$ cat src/rtl/jtag_pkg.sv
// Shared encodings for the JTAG scan master: command opcodes, FSM states and the
// fixed TMS walks that move the TAP between Run-Test/Idle and the shift states.
package jtag_pkg;

  typedef enum logic [1:0] {
    OP_RESET    = 2'b00,
    OP_SHIFT_IR = 2'b01,
    OP_SHIFT_DR = 2'b10,
    OP_IDLE_RUN = 2'b11
  } jtag_op_e;

  localparam logic [2:0] ST_RST_SEQ = 3'd0;
  localparam logic [2:0] ST_IDLE    = 3'd1;
  localparam logic [2:0] ST_HDR     = 3'd2;
  localparam logic [2:0] ST_SHIFT   = 3'd3;
  localparam logic [2:0] ST_TRL     = 3'd4;
  localparam logic [2:0] ST_RUN     = 3'd5;
  localparam logic [2:0] ST_RSP     = 3'd6;

  // Header walks, bit 0 driven first: Idle->Select-DR->Select-IR->Capture-IR->Shift-IR, and the DR equivalent.
  localparam logic [3:0] HDR_IR_TMS  = 4'b0011;
  localparam logic [3:0] HDR_DR_TMS  = 4'b0001;
  localparam int         HDR_IR_LEN  = 4;
  localparam int         HDR_DR_LEN  = 3;
  localparam int         RST_SEQ_LEN = 5;

endpackage

$ cat src/rtl/jtag_shift_buf.sv
// Holds the outgoing TDI bits of one scan transfer and collects the TDO bits
// returned by the target, placing each captured bit at its shift index.
module jtag_shift_buf #(
  parameter int MAX_LEN = 64,
  parameter int LEN_W   = $clog2(MAX_LEN + 1)
) (
  input  logic               i_clk,
  input  logic               i_rst,
  input  logic               i_load,
  input  logic [MAX_LEN-1:0] i_load_data,
  input  logic               i_shift,
  input  logic               i_clear,
  input  logic               i_cap_en,
  input  logic [LEN_W-1:0]   i_cap_idx,
  input  logic               i_tdo,
  output logic               o_tdi_bit,
  output logic [MAX_LEN-1:0] o_cap_data
);

  logic [MAX_LEN-1:0] r_tx;
  logic [MAX_LEN-1:0] r_cap;
  logic [MAX_LEN-1:0] w_cap_bit;

  assign w_cap_bit = {{(MAX_LEN-1){1'b0}}, i_tdo} << i_cap_idx;

  always_ff @(posedge i_clk) begin
    if (i_rst) begin
      r_tx <= '0;
    end else if (i_load) begin
      r_tx <= i_load_data;
    end else if (i_shift) begin
      r_tx <= r_tx >> 1;
    end
  end

  // Capture is cleared per command, so bits beyond the shift length stay zero.
  always_ff @(posedge i_clk) begin
    if (i_rst || i_clear) begin
      r_cap <= '0;
    end else if (i_cap_en) begin
      r_cap <= r_cap | w_cap_bit;
    end
  end

  assign o_tdi_bit  = r_tx[0];
  assign o_cap_data = r_cap;

endmodule

$ cat src/rtl/jtag_scan_master.sv
// TAP sequencer: turns host IR/DR shift, idle and reset commands into registered
// TMS/TDI streams, captures TDO, and always leaves the target in Run-Test/Idle.
module jtag_scan_master
  import jtag_pkg::*;
#(
  parameter int MAX_LEN = 64,
  parameter int LEN_W   = $clog2(MAX_LEN + 1)
) (
  input  logic               TCK,
  input  logic               TRST,
  input  logic               cmd_valid,
  output logic               cmd_ready,
  input  logic [1:0]         cmd_op,
  input  logic [LEN_W-1:0]   cmd_len,
  input  logic [MAX_LEN-1:0] cmd_data,
  output logic               rsp_valid,
  input  logic               rsp_ready,
  output logic [MAX_LEN-1:0] rsp_data,
  output logic               busy,
  output logic               TMS,
  output logic               TDI,
  input  logic               TDO
);

  logic [2:0]       r_state;
  logic [LEN_W-1:0] r_cnt;
  logic [LEN_W-1:0] r_len;
  logic             r_is_ir;
  logic             r_rst_op;
  logic             r_tms;
  logic             r_tdi;

  logic [2:0]       w_state_nxt;
  logic [LEN_W-1:0] w_cnt_nxt;
  logic             w_tms_nxt;
  logic             w_accept;
  jtag_op_e         w_op;
  logic [LEN_W-1:0] w_len_clamp;
  logic             w_is_ir_nxt;
  logic             w_hdr_last;
  logic             w_tx_bit;

  assign w_op        = jtag_op_e'(cmd_op);
  assign w_accept    = (r_state == ST_IDLE) && cmd_valid;
  assign w_len_clamp = (cmd_len > LEN_W'(MAX_LEN)) ? LEN_W'(MAX_LEN) : cmd_len;
  assign w_is_ir_nxt = w_accept ? (w_op == OP_SHIFT_IR) : r_is_ir;
  assign w_hdr_last  = r_is_ir ? (r_cnt == LEN_W'(HDR_IR_LEN - 1))
                               : (r_cnt == LEN_W'(HDR_DR_LEN - 1));

  always_comb begin
    w_state_nxt = r_state;
    w_cnt_nxt   = r_cnt + LEN_W'(1);
    case (r_state)
      ST_RST_SEQ: begin
        if (r_cnt == LEN_W'(RST_SEQ_LEN)) begin
          w_state_nxt = r_rst_op ? ST_RSP : ST_IDLE;
          w_cnt_nxt   = '0;
        end
      end
      ST_IDLE: begin
        w_cnt_nxt = '0;
        if (w_accept) begin
          case (w_op)
            OP_RESET:    w_state_nxt = ST_RST_SEQ;
            OP_IDLE_RUN: w_state_nxt = (w_len_clamp == '0) ? ST_RSP : ST_RUN;
            OP_SHIFT_IR,
            OP_SHIFT_DR: w_state_nxt = (w_len_clamp == '0) ? ST_RSP : ST_HDR;
          endcase
        end
      end
      ST_HDR: begin
        if (w_hdr_last) begin
          w_state_nxt = ST_SHIFT;
          w_cnt_nxt   = '0;
        end
      end
      ST_SHIFT: begin
        if (r_cnt == r_len - LEN_W'(1)) begin
          w_state_nxt = ST_TRL;
          w_cnt_nxt   = '0;
        end
      end
      ST_TRL: begin
        if (r_cnt == LEN_W'(1)) begin
          w_state_nxt = ST_RSP;
          w_cnt_nxt   = '0;
        end
      end
      ST_RUN: begin
        if (r_cnt == r_len - LEN_W'(1)) begin
          w_state_nxt = ST_RSP;
          w_cnt_nxt   = '0;
        end
      end
      ST_RSP: begin
        w_cnt_nxt = '0;
        if (rsp_ready) w_state_nxt = ST_IDLE;
      end
      default: begin
        w_state_nxt = ST_RST_SEQ;
        w_cnt_nxt   = '0;
      end
    endcase
  end

  // TMS is decoded from the upcoming state so the pin itself comes straight from a flop.
  always_comb begin
    w_tms_nxt = 1'b0;
    case (w_state_nxt)
      ST_RST_SEQ: w_tms_nxt = (w_cnt_nxt < LEN_W'(RST_SEQ_LEN));
      ST_HDR:     w_tms_nxt = w_is_ir_nxt ? HDR_IR_TMS[w_cnt_nxt[1:0]] : HDR_DR_TMS[w_cnt_nxt[1:0]];
      ST_SHIFT:   w_tms_nxt = (w_cnt_nxt == r_len - LEN_W'(1));
      ST_TRL:     w_tms_nxt = (w_cnt_nxt == '0);
      default:    w_tms_nxt = 1'b0;
    endcase
  end

  always_ff @(posedge TCK) begin
    if (TRST) begin
      r_state  <= ST_RST_SEQ;
      r_cnt    <= '0;
      r_len    <= '0;
      r_is_ir  <= 1'b0;
      r_rst_op <= 1'b0;
      r_tms    <= 1'b1;
      r_tdi    <= 1'b0;
    end else begin
      r_state <= w_state_nxt;
      r_cnt   <= w_cnt_nxt;
      r_tms   <= w_tms_nxt;
      r_tdi   <= (w_state_nxt == ST_SHIFT) ? w_tx_bit : 1'b0;
      if (w_accept) begin
        r_len    <= w_len_clamp;
        r_is_ir  <= w_is_ir_nxt;
        r_rst_op <= (w_op == OP_RESET);
      end
    end
  end

  jtag_shift_buf #(
    .MAX_LEN (MAX_LEN),
    .LEN_W   (LEN_W)
  ) u_shift_buf (
    .i_clk       (TCK),
    .i_rst       (TRST),
    .i_load      (w_accept),
    .i_load_data (cmd_data),
    .i_shift     (w_state_nxt == ST_SHIFT),
    .i_clear     (w_accept),
    .i_cap_en    (r_state == ST_SHIFT),
    .i_cap_idx   (r_cnt),
    .i_tdo       (TDO),
    .o_tdi_bit   (w_tx_bit),
    .o_cap_data  (rsp_data)
  );

  assign TMS       = r_tms;
  assign TDI       = r_tdi;
  assign cmd_ready = (r_state == ST_IDLE);
  assign rsp_valid = (r_state == ST_RSP);
  assign busy      = (r_state != ST_IDLE);

endmodule

$ cat config.mk
export PLATFORM = sky130hd
export DESIGN_NAME = jtag_scan_master
export DESIGN_NICKNAME = d
export VERILOG_FILES = /design/src/rtl/jtag_pkg.sv /design/src/rtl/jtag_shift_buf.sv /design/src/rtl/jtag_scan_master.sv
export SDC_FILE = /design/constraint.sdc
export NUM_CORES = 1
export LEC_CHECK = 0
export BUFFER_PORTS_ARGS = -buffer_cell sky130_fd_sc_hd__buf_4
export CORE_ASPECT_RATIO = 0.7
export CORE_MARGIN = 4
export CORE_UTILIZATION = 54
export CTS_CLUSTER_DIAMETER = 100
export DETAILED_ROUTE_END_ITERATION = 8
export GPL_TIMING_DRIVEN = 0
export PLACE_DENSITY = 0.87
export SKIP_CTS_REPAIR_TIMING = 1
export SYNTH_ARGS = -nofsm -noshare
export SYNTH_HDL_FRONTEND = slang
export SYNTH_SLANG_ARGS = --single-unit
$ cat constraint.sdc
create_clock -name TCK -period 3.8 [get_ports TCK]
set_input_delay 0.38 -clock TCK [delete_from_list [all_inputs] [get_ports TCK]]
set_output_delay 0.38 -clock TCK [all_outputs]
set_load 0.005 [all_outputs]
==> flow_metrics.tcl, run 1 <==
set metrics [dict create \
    status "finished, final reports clean" \
    yosysSeqAreaShare 0.442 \
    synth_top_area_share 0.442 \
    place_inst 1135 \
    finalWirelength_um 19600 \
    grt_pass1_vias 6225 \
    ys_ff_latch 149 \
    fin_ws_ns 0.253 \
    synthTopCellsByCount "159 x nor2_1, 149 x dfxtp_1, 79 x a21oi_1, 76 x nand3_1, 67 x o21ai_0" \
    cap_violations 0 \
    synthCells 833 \
    end_kind "flip-flop" \
    gp_congestion 0.937 \
    pwr-share-comb 0.087 \
    worst_setup_path_start_kind "flip-flop" \
    required_ns 4.11 \
    path_class "reg2reg" \
    stdcell_count 1167 \
    synth_area_leader_cell "dfxtp_1" \
    cp_common_cell "buf_6" \
    finalSetupTns_ns 0 \
    max_slew.worst_pin.slew_ns 1.11 \
    cts_tree "built" \
    rsz0062_at_grt "false" \
    cts_root_buf "clkbuf_16" \
    synth_mux_area_frac 0.00316 \
    max_freq_mhz 282 \
    cp_max_fo 10 \
    grt_pass1_wl_um 31400 \
    p_seq_frac 0.443 \
    p_leak_nw 3.35 \
    clkPwrFrac 0.471 \
    synth-compound-area-share 0.229 \
    io_buffers 145 \
    cts_max_level 4 \
    yosys_warnings 0 \
    antenna_cells 0 \
    synth_edf_count 0 \
    min_period_ns 3.55 \
    hp-class "in2reg" \
    overflow 0 \
    intPower_w 0.00266 \
    setup_viol 0 \
    pwr_density_cell_nw_per_um2 417 \
    ys_types 52 \
    die_x_um 142 \
    synth_top_family_by_area "compound AO/OA/AOI/OAI gates" \
    gr-usage-all-layers 0.267 \
    crit_family "compound AO/OA/AOI/OAI gates" \
    dp_hpwl_um 14000 \
    async_flop_share 0 \
    final_layout_size_suffix_gt1_frac 0.208 \
    synth_most_common_cell "nor2_1" \
    synth-simple-area-share 0.221 \
    nets 1081 \
    synth_nets 917 \
    syn_area_um2 6740 \
    synthTopCellsByArea "dfxtp_1 44%, nor2_1 8.9%, a311oi_1 8.3%" \
    period_share 0.933 \
    slew_viol_final 0 \
    area.growth.synth_to_final_pct 28.3 \
    crit_slowest_cell "or4b_4" \
    post-place-ws_ns 0.188 \
    r2r_cells 13 \
    clk_pin_slew_ns 0.07 \
    worstSetupPathDepth 13 \
    cp.arrival_ns 3.86 \
    dieHeight_um 101 \
    drt_iter0_markers 702 \
    finClkSkew_ns 0.0121 \
    vdd_drop_max_mv 0.418 \
    crit_path_max_incr_delay_ns 0.50 \
    initial_utilization 0.563 \
    synthFlopType "dfxtp_1" \
    hold_viol 0 \
    wire_per_inst_um 16.8 \
    clock-sinks 149 \
    dieArea_um2 14400 \
    path_cells "clkbuf_1 -> inv_1 -> ha_1 -> or4b_4 -> o22ai_1 -> nor4b_4 -> o211ai_2 -> a211oi_4 -> o21a_1 -> buf_6 -> buf_6 -> nand3_1 -> a311oi_1" \
    vias 6890 \
    avgViaCountPerCell 5.90 \
    synthAdderAreaFrac 0.0126 \
    synth_xor_xnor_area_share 0.0314 \
    ant_nets 0 \
    swShare 0.262 \
    ioPinCount 147 \
    maxSlewHeadroom 0.260 \
    antenna_found_initial 0 \
    rows 33 \
    syn_area_per_cell_um2 8.09 \
    grt_start_max_net_pins 17 \
    numCtsBuffers 17 \
    drc 0 \
    hold_depth 3 \
    cts_max_path_buffers 2 \
    clkLatencyLatePin_ns 0.42 \
    nFillCells 925 \
    core_area_um2 12000 \
    first_pass_iters 6 \
    crit_buf_inv 4 \
    power_switching_w 0.000943 \
]
[worst register-to-register path, stage by stage, from the launching register on]
cell      delay, ns
dfxtp_1        0.30
clkbuf_1       0.19
inv_1          0.10
ha_1           0.25
or4b_4         0.50
o22ai_1        0.17
nor4b_4        0.32
o211ai_2       0.25
a211oi_4       0.45
o21a_1         0.19
buf_6          0.17
buf_6          0.16
nand3_1        0.09
a311oi_1       0.31
[cells in the final DEF, fill, tap and decap left out, types with 3 or more instances in the layout]
master / n
a21oi_1: 79
a311oi_1: 64
a31oi_1: 5
and2_1: 5
buf_1: 7
buf_2: 10
buf_4: 145
buf_6: 8
clkbuf_1: 49
clkbuf_16: 17
clkbuf_2: 4
dfxtp_1: 149
ha_1: 6
inv_1: 11
inv_6: 5
inv_8: 4
nand2_1: 34
nand2b_1: 6
nand3_1: 76
nand3b_1: 7
nor2_1: 159
nor2b_1: 6
nor3_1: 11
nor3b_1: 5
nor4_1: 4
o21ai_0: 67
or2_2: 3
xnor2_1: 10
xor2_1: 9
[registers in the layout (all words and copies together), names as in the netlist]
register                cells
r_cnt                       7
u_shift_buf.r_tx           64
r_is_ir                     1
r_rst_op                    1
r_len                       7
TDI                         1
u_shift_buf.o_cap_data     64
TMS                         1
r_state                     3
[power groups by stage]
stage / sequential (W) / combinational, W / clock (W)
2_1_floorplan: 0.00163 / 0.000178 / 0
3_3_place_gp: 0.00163 / 0.000298 / 0
3_5_place_dp: 0.00163 / 0.000302 / 0
4_1_cts: 0.00160 / 0.000305 / 0.00170
5_1_grt: 0.00160 / 0.000342 / 0.00178
6_report: 0.00160 / 0.000313 / 0.00170
[cell type report]
class                      instances  area (um2)  share of cell area
multi-input combinational        595        3370               0.390
sequential                       149        2980               0.345
inverter                          11        41.3             0.00477
tap                              157         196              0.0227
clock inverter                    14         156              0.0181
timing repair buffer             145        1090               0.126
buffer                            78         370              0.0428
clock buffer                      18         439              0.0508
[path summary, 6_finish.rpt]
path	start	slack, ns	to
worst min-delay path	cmd_data[63]	0.21	u_shift_buf.r_tx[63]
worst max register to register	r_len[0]	0.25	u_shift_buf.r_tx[58]
worst min register to register	u_shift_buf.o_cap_data[21]	0.47	u_shift_buf.o_cap_data[21]
worst max-delay path	r_len[0]	0.25	u_shift_buf.r_tx[58]
[cells by family after synthesis]
logic type               after synthesis
buffers and inverters                 89
AO/OA/AOI/OAI                        240
AND/OR/NAND/NOR                      325
multiplexers                           2
flip-flops                           149
XOR/XNOR                              21
adder cells (fa/ha/maj)                7
[metal layers]
| layer | global-route usage | vias to the layer above | share of wire |
|---|---|---|---|
| li1 | - | 3308 | - |
| met2 | 0.388 | 333 | 0.43 |
| met4 | 0.0597 | 0 | 0.011 |
| met1 | 0.407 | 3224 | 0.47 |
| met5 | 0 | - | 0 |
| met3 | 0.0580 | 25 | 0.085 |
[metrics by stage]
stage | power (W) | util | cell area (um2) | hold slack, ns
floorplan | 0.00181 | - | 6740 | 0.446
detailed placement | 0.00193 | 0.670 | 8030 | 0.455
CTS | 0.00360 | 0.720 | 8620 | 0.208
finish | 0.00360 | 0.722 | 8650 | 0.213
global placement | 0.00193 | 0.670 | 8030 | 0.448
global route | 0.00372 | 0.722 | 8650 | 0.225
(Power assumes the default switching activity.)
==> run 2, diff against run 1 <==
--- a/config.mk
+++ b/config.mk
@@ -7,7 +7,7 @@
 export LEC_CHECK = 0
 export BUFFER_PORTS_ARGS = -buffer_cell sky130_fd_sc_hd__buf_4
 export CORE_ASPECT_RATIO = 0.7
-export CORE_MARGIN = 4
+export CORE_MARGIN = 5
 export CORE_UTILIZATION = 54
 export CTS_CLUSTER_DIAMETER = 100
 export DETAILED_ROUTE_END_ITERATION = 8
==> flow_metrics.tcl, run 2 (synthesis gave the netlist of run 1 again) <==
set metrics [dict create \
    endpoint "u_shift_buf.r_tx[40]" \
    period_share 0.960 \
    max_freq_mhz 274 \
    first_pass_iters 6 \
    worstReg2RegEnd "u_shift_buf.r_tx[40]" \
    antenna_cells 0 \
    place_inst 1140 \
    finClkSkew_ns 0.0141 \
    hp-class "in2reg" \
    path_class "reg2reg" \
    cp-startpoint "r_len[0]" \
    clock-sinks 149 \
    hold_viol 0 \
    core_area_um2 12300 \
    p_leak_nw 3.33 \
    gr-usage-all-layers 0.267 \
    wire_per_inst_um 17.0 \
    mostFrequentLayoutCells "159 x nor2_1, 149 x dfxtp_1, 145 x buf_4" \
    multi_input_area_um2 3350 \
    required_ns 4.12 \
    drt_iter0_markers 639 \
    clk_pin_slew_ns 0.06 \
    ant_nets 0 \
    pwr_density_cell_nw_per_um2 409 \
    area.growth.synth_to_final_pct 27.5 \
    seq_area_um2 2980 \
    antenna_found_initial 0 \
    grt_pass1_vias 6426 \
    stdcell_count 1172 \
    worst_setup_path_start_kind "flip-flop" \
    status "finished, final reports clean" \
    rows 34 \
    nets 1081 \
    grt_pass1_wl_um 32000 \
    io_buffers 145 \
    cp_max_fo 10 \
    ioPinCount 147 \
    slew_viol_final 0 \
    vdd_drop_max_mv 0.325 \
    dieHeight_um 103 \
    die_x_um 144 \
    min_period_ns 3.65 \
    nFillCells 996 \
    clkLatencyLatePin_ns 0.42 \
    final_common_cell "nor2_1" \
    stdcell_area_um2 8600 \
    setup_viol 0 \
    cts_max_level 4 \
    end_kind "flip-flop" \
    max_slew.worst_pin.slew_ns 1.09 \
    gp_congestion 0.940 \
    final_layout_size_suffix_gt1_frac 0.204 \
    dieArea_um2 14900 \
    overflow 0 \
    reg2reg_from "r_len[0]" \
    cap_violations 0 \
    cp.arrival_ns 3.96 \
    vias 6935 \
    ff2ff_setup_slack_ns 0.15 \
    finalWirelength_um 19900 \
    drc 0 \
    grt_start_max_net_pins 17 \
    maxSlewHeadroom 0.269 \
    place_area_um2 8030 \
    rsz0062_at_grt "true" \
    numCtsBuffers 17 \
    initial_utilization 0.546 \
    avgViaCountPerCell 5.92 \
    cts_max_path_buffers 2 \
    r2r_cells 13 \
    cts_tree "built" \
    dp_hpwl_um 14500 \
    cts_root_buf "clkbuf_16" \
]
run 2: worst max-delay path, cell delays in order, from the launching register on:
cell and delay (ns):
dfxtp_1 0.30, clkbuf_1 0.20, inv_1 0.10, ha_1 0.24, nor3b_1 0.36, xnor3_1 0.32
nor4b_4 0.37, o21a_1 0.27, o211ai_1 0.16, nand2_1 0.18, buf_2 0.24, clkbuf_1 0.33
o21ai_0 0.18, a311oi_1 0.29
run 2: worst min-delay path by stage:
stage,start,to,depth (start not counted)
2_1_floorplan,u_shift_buf.r_tx[0],TDI,1
3_3_place_gp,u_shift_buf.o_cap_data[44],u_shift_buf.o_cap_data[44],2
3_5_place_dp,u_shift_buf.o_cap_data[54],u_shift_buf.o_cap_data[54],2
4_1_cts,cmd_data[63],u_shift_buf.r_tx[63],3
5_1_grt,cmd_data[63],u_shift_buf.r_tx[63],3
6_report,cmd_data[63],u_shift_buf.r_tx[63],3
run 2: layout make-up:
class / count / share of cell area
sequential: 149 / 0.347
clock inverter: 15 / 0.0159
timing repair buffer: 145 / 0.127
tap: 162 / 0.0236
inverter: 11 / 0.00480
buffer: 78 / 0.0426
multi-input combinational: 595 / 0.390
clock buffer: 17 / 0.0495
run 2: layer usage:
metal  share of wire  GRT usage  wire [um]  vias to the layer above
li1                -          -          -                     3309
met1            0.46      0.399       9260                     3255
met2            0.43      0.394       8660                      335
met3           0.082     0.0496       1630                       36
met4           0.020     0.0818        402                        0
met5               0          0          0                        -
run 2: power breakdown:
part | internal [W] | switching, W | total, W
Clock | 0.000866 | 0.000740 | 0.00161
Combinational | 0.000123 | 0.000189 | 0.000313
Sequential | 0.00158 | 0.0000120 | 0.00160
Total | 0.00257 | 0.000942 | 0.00352
run 2: metrics by stage:
stage,hold slack [ns],setup WS [ns],utilization,setup TNS [ns],total power (W)
after floorplan,0.446,0.860,-,0,0.00181
after global placement,0.450,0.339,0.651,0,0.00193
after detailed placement,0.456,0.239,0.651,0,0.00193
after CTS,0.217,0.195,0.697,0,0.00351
after global routing,0.221,-0.0565,0.697,-0.340,0.00362
final,0.219,0.154,0.697,0,0.00352
==> run 3, diff against run 2 <==
--- a/config.mk
+++ b/config.mk
@@ -6,10 +6,9 @@
 export NUM_CORES = 1
 export LEC_CHECK = 0
 export BUFFER_PORTS_ARGS = -buffer_cell sky130_fd_sc_hd__buf_4
-export CORE_ASPECT_RATIO = 0.7
 export CORE_MARGIN = 5
 export CORE_UTILIZATION = 54
-export CTS_CLUSTER_DIAMETER = 100
+export CTS_CLUSTER_DIAMETER = 200
 export DETAILED_ROUTE_END_ITERATION = 8
 export GPL_TIMING_DRIVEN = 0
 export PLACE_DENSITY = 0.87
==> flow_metrics.tcl, run 3 (synthesis gave the netlist of run 1 again) <==
set metrics [dict create \
    cp.arrival_ns 3.82 \
    vias 6936 \
    cap_violations 0 \
    hp-start "cmd_data[63]" \
    clkPwrFrac 0.476 \
    area.growth.synth_to_final_pct 28.6 \
    grt_pass1_wl_um 31700 \
    ioPinCount 147 \
    reg2reg_from "r_len[0]" \
    clock-sinks 149 \
    maxSlewHeadroom 0.286 \
    worstReg2RegEnd "u_shift_buf.r_tx[46]" \
    wire_per_inst_um 16.8 \
    hold_depth 3 \
    nets 1081 \
    status "finished, final reports clean" \
    io_buffers 145 \
    gp_congestion 0.914 \
    p_leak_nw 3.37 \
    gr-usage-all-layers 0.263 \
    initial_utilization 0.557 \
    cp_max_fo 10 \
    clkLatencyLatePin_ns 0.42 \
    place_inst 1146 \
    mostFrequentLayoutCells "159 x nor2_1, 149 x dfxtp_1, 145 x buf_4" \
    vdd_drop_max_mv 0.352 \
    hp-class "in2reg" \
    crit_buf_inv 4 \
    cp_common_cell "buf_6" \
    rows 40 \
    clk_pin_slew_ns 0.07 \
    final_common_cell "nor2_1" \
    crit_slowest_cell "or4b_4" \
    dp_hpwl_um 14100 \
    die_x_um 122 \
    path_cells "clkbuf_1 -> inv_1 -> ha_1 -> or4b_4 -> o22ai_1 -> nor4b_4 -> o211ai_2 -> a211oi_2 -> o21a_1 -> buf_6 -> buf_6 -> nand3_1 -> a311oi_1" \
    core_area_um2 12100 \
    cts_max_level 4 \
    final_layout_size_suffix_gt1_frac 0.209 \
    pwr_density_cell_nw_per_um2 420 \
    finClkSkew_ns 0.00798 \
    required_ns 4.12 \
    cts_tree "built" \
    period_share 0.921 \
    p_seq_frac 0.438 \
    hold_viol 0 \
    min_to "u_shift_buf.r_tx[63]" \
    r2r_cells 13 \
    ff2ff_setup_slack_ns 0.30 \
    dieHeight_um 122 \
    first_pass_iters 5 \
    numCtsBuffers 17 \
    finalSetupTns_ns 0 \
    ant_nets 0 \
    slew_viol_final 0 \
    stdcell_count 1178 \
    intPower_w 0.00271 \
    cts_root_buf "clkbuf_16" \
    cts_max_path_buffers 2 \
    setup_viol 0 \
    rsz0062_at_grt "false" \
    max_freq_mhz 286 \
    crit_family "compound AO/OA/AOI/OAI gates" \
    grt_pass1_vias 6449 \
    swShare 0.256 \
    finalWirelength_um 19800 \
    min_period_ns 3.50 \
    end_kind "flip-flop" \
    overflow 0 \
    drt_iter0_markers 678 \
    path_class "reg2reg" \
    grt_start_max_net_pins 17 \
    power_switching_w 0.000935 \
    max_slew.worst_pin.slew_ns 1.06 \
    antenna_cells 0 \
    avgViaCountPerCell 5.89 \
    crit_path_max_incr_delay_ns 0.50 \
    dieArea_um2 14800 \
    worst_setup_path_start_kind "flip-flop" \
    drc 0 \
    pwr-share-comb 0.086 \
    antenna_found_initial 0 \
]
## run 3: stage by stage
step                hold WS (ns)  setup WS (ns)  cell area (um2)  utilization  total power [W]
global route               0.222         0.0205             8670        0.716          0.00376
floorplan                  0.446          0.860             6740            -          0.00181
detailed placement         0.460          0.252             8040        0.664          0.00193
finish                     0.211          0.301             8670        0.716          0.00364
CTS                        0.199          0.209             8650        0.714          0.00365
global placement           0.449          0.367             8040        0.664          0.00193
## run 3: final cells by class
cell class              count  area (um2)
plain buffers              78         372
clock inverters            15         186
well taps                 168         210
fillers                   959        3440
repair buffers            145        1090
clock buffers              17         425
flip-flops and latches    149        2980
multi-input cells         595        3360
inverters                  11        41.3
## run 3: worst max path at each step
stage                     startpoint              endpoint  slack [ns]  cells past startpoint
after floorplan             r_len[0]  u_shift_buf.r_tx[10]        0.86                     13
after global placement      r_len[0]  u_shift_buf.r_tx[62]        0.37                     13
after detailed placement    r_len[0]  u_shift_buf.r_tx[54]        0.25                     13
after CTS                   r_len[0]  u_shift_buf.r_tx[54]        0.21                     13
after global routing        r_len[0]  u_shift_buf.r_tx[57]        0.02                     13
final                       r_len[0]  u_shift_buf.r_tx[46]        0.30                     13
## run 3: tightest hold or removal path: cells and delay by family
family | cells | cell delay, ns
compound gates | 1 | 0.05
buf+inv | 1 | 0.11
simple gates | 1 | 0.05
## run 3: metal layers
layer,vias up,part of all wire,track usage
met5,-,0,0
met1,3250,0.43,0.355
li1,3314,-,-
met3,41,0.074,0.0427
met4,0,0.023,0.101
met2,331,0.48,0.423
## run 3: power groups by stage
| stage | logic, W | registers [W] | clock network (W) |
|---|---|---|---|
| after CTS | 0.000307 | 0.00160 | 0.00175 |
| after global placement | 0.000300 | 0.00163 | 0 |
| after global routing | 0.000343 | 0.00160 | 0.00182 |
| after floorplan | 0.000178 | 0.00163 | 0 |
| after detailed placement | 0.000304 | 0.00163 | 0 |
| final | 0.000314 | 0.00160 | 0.00173 |
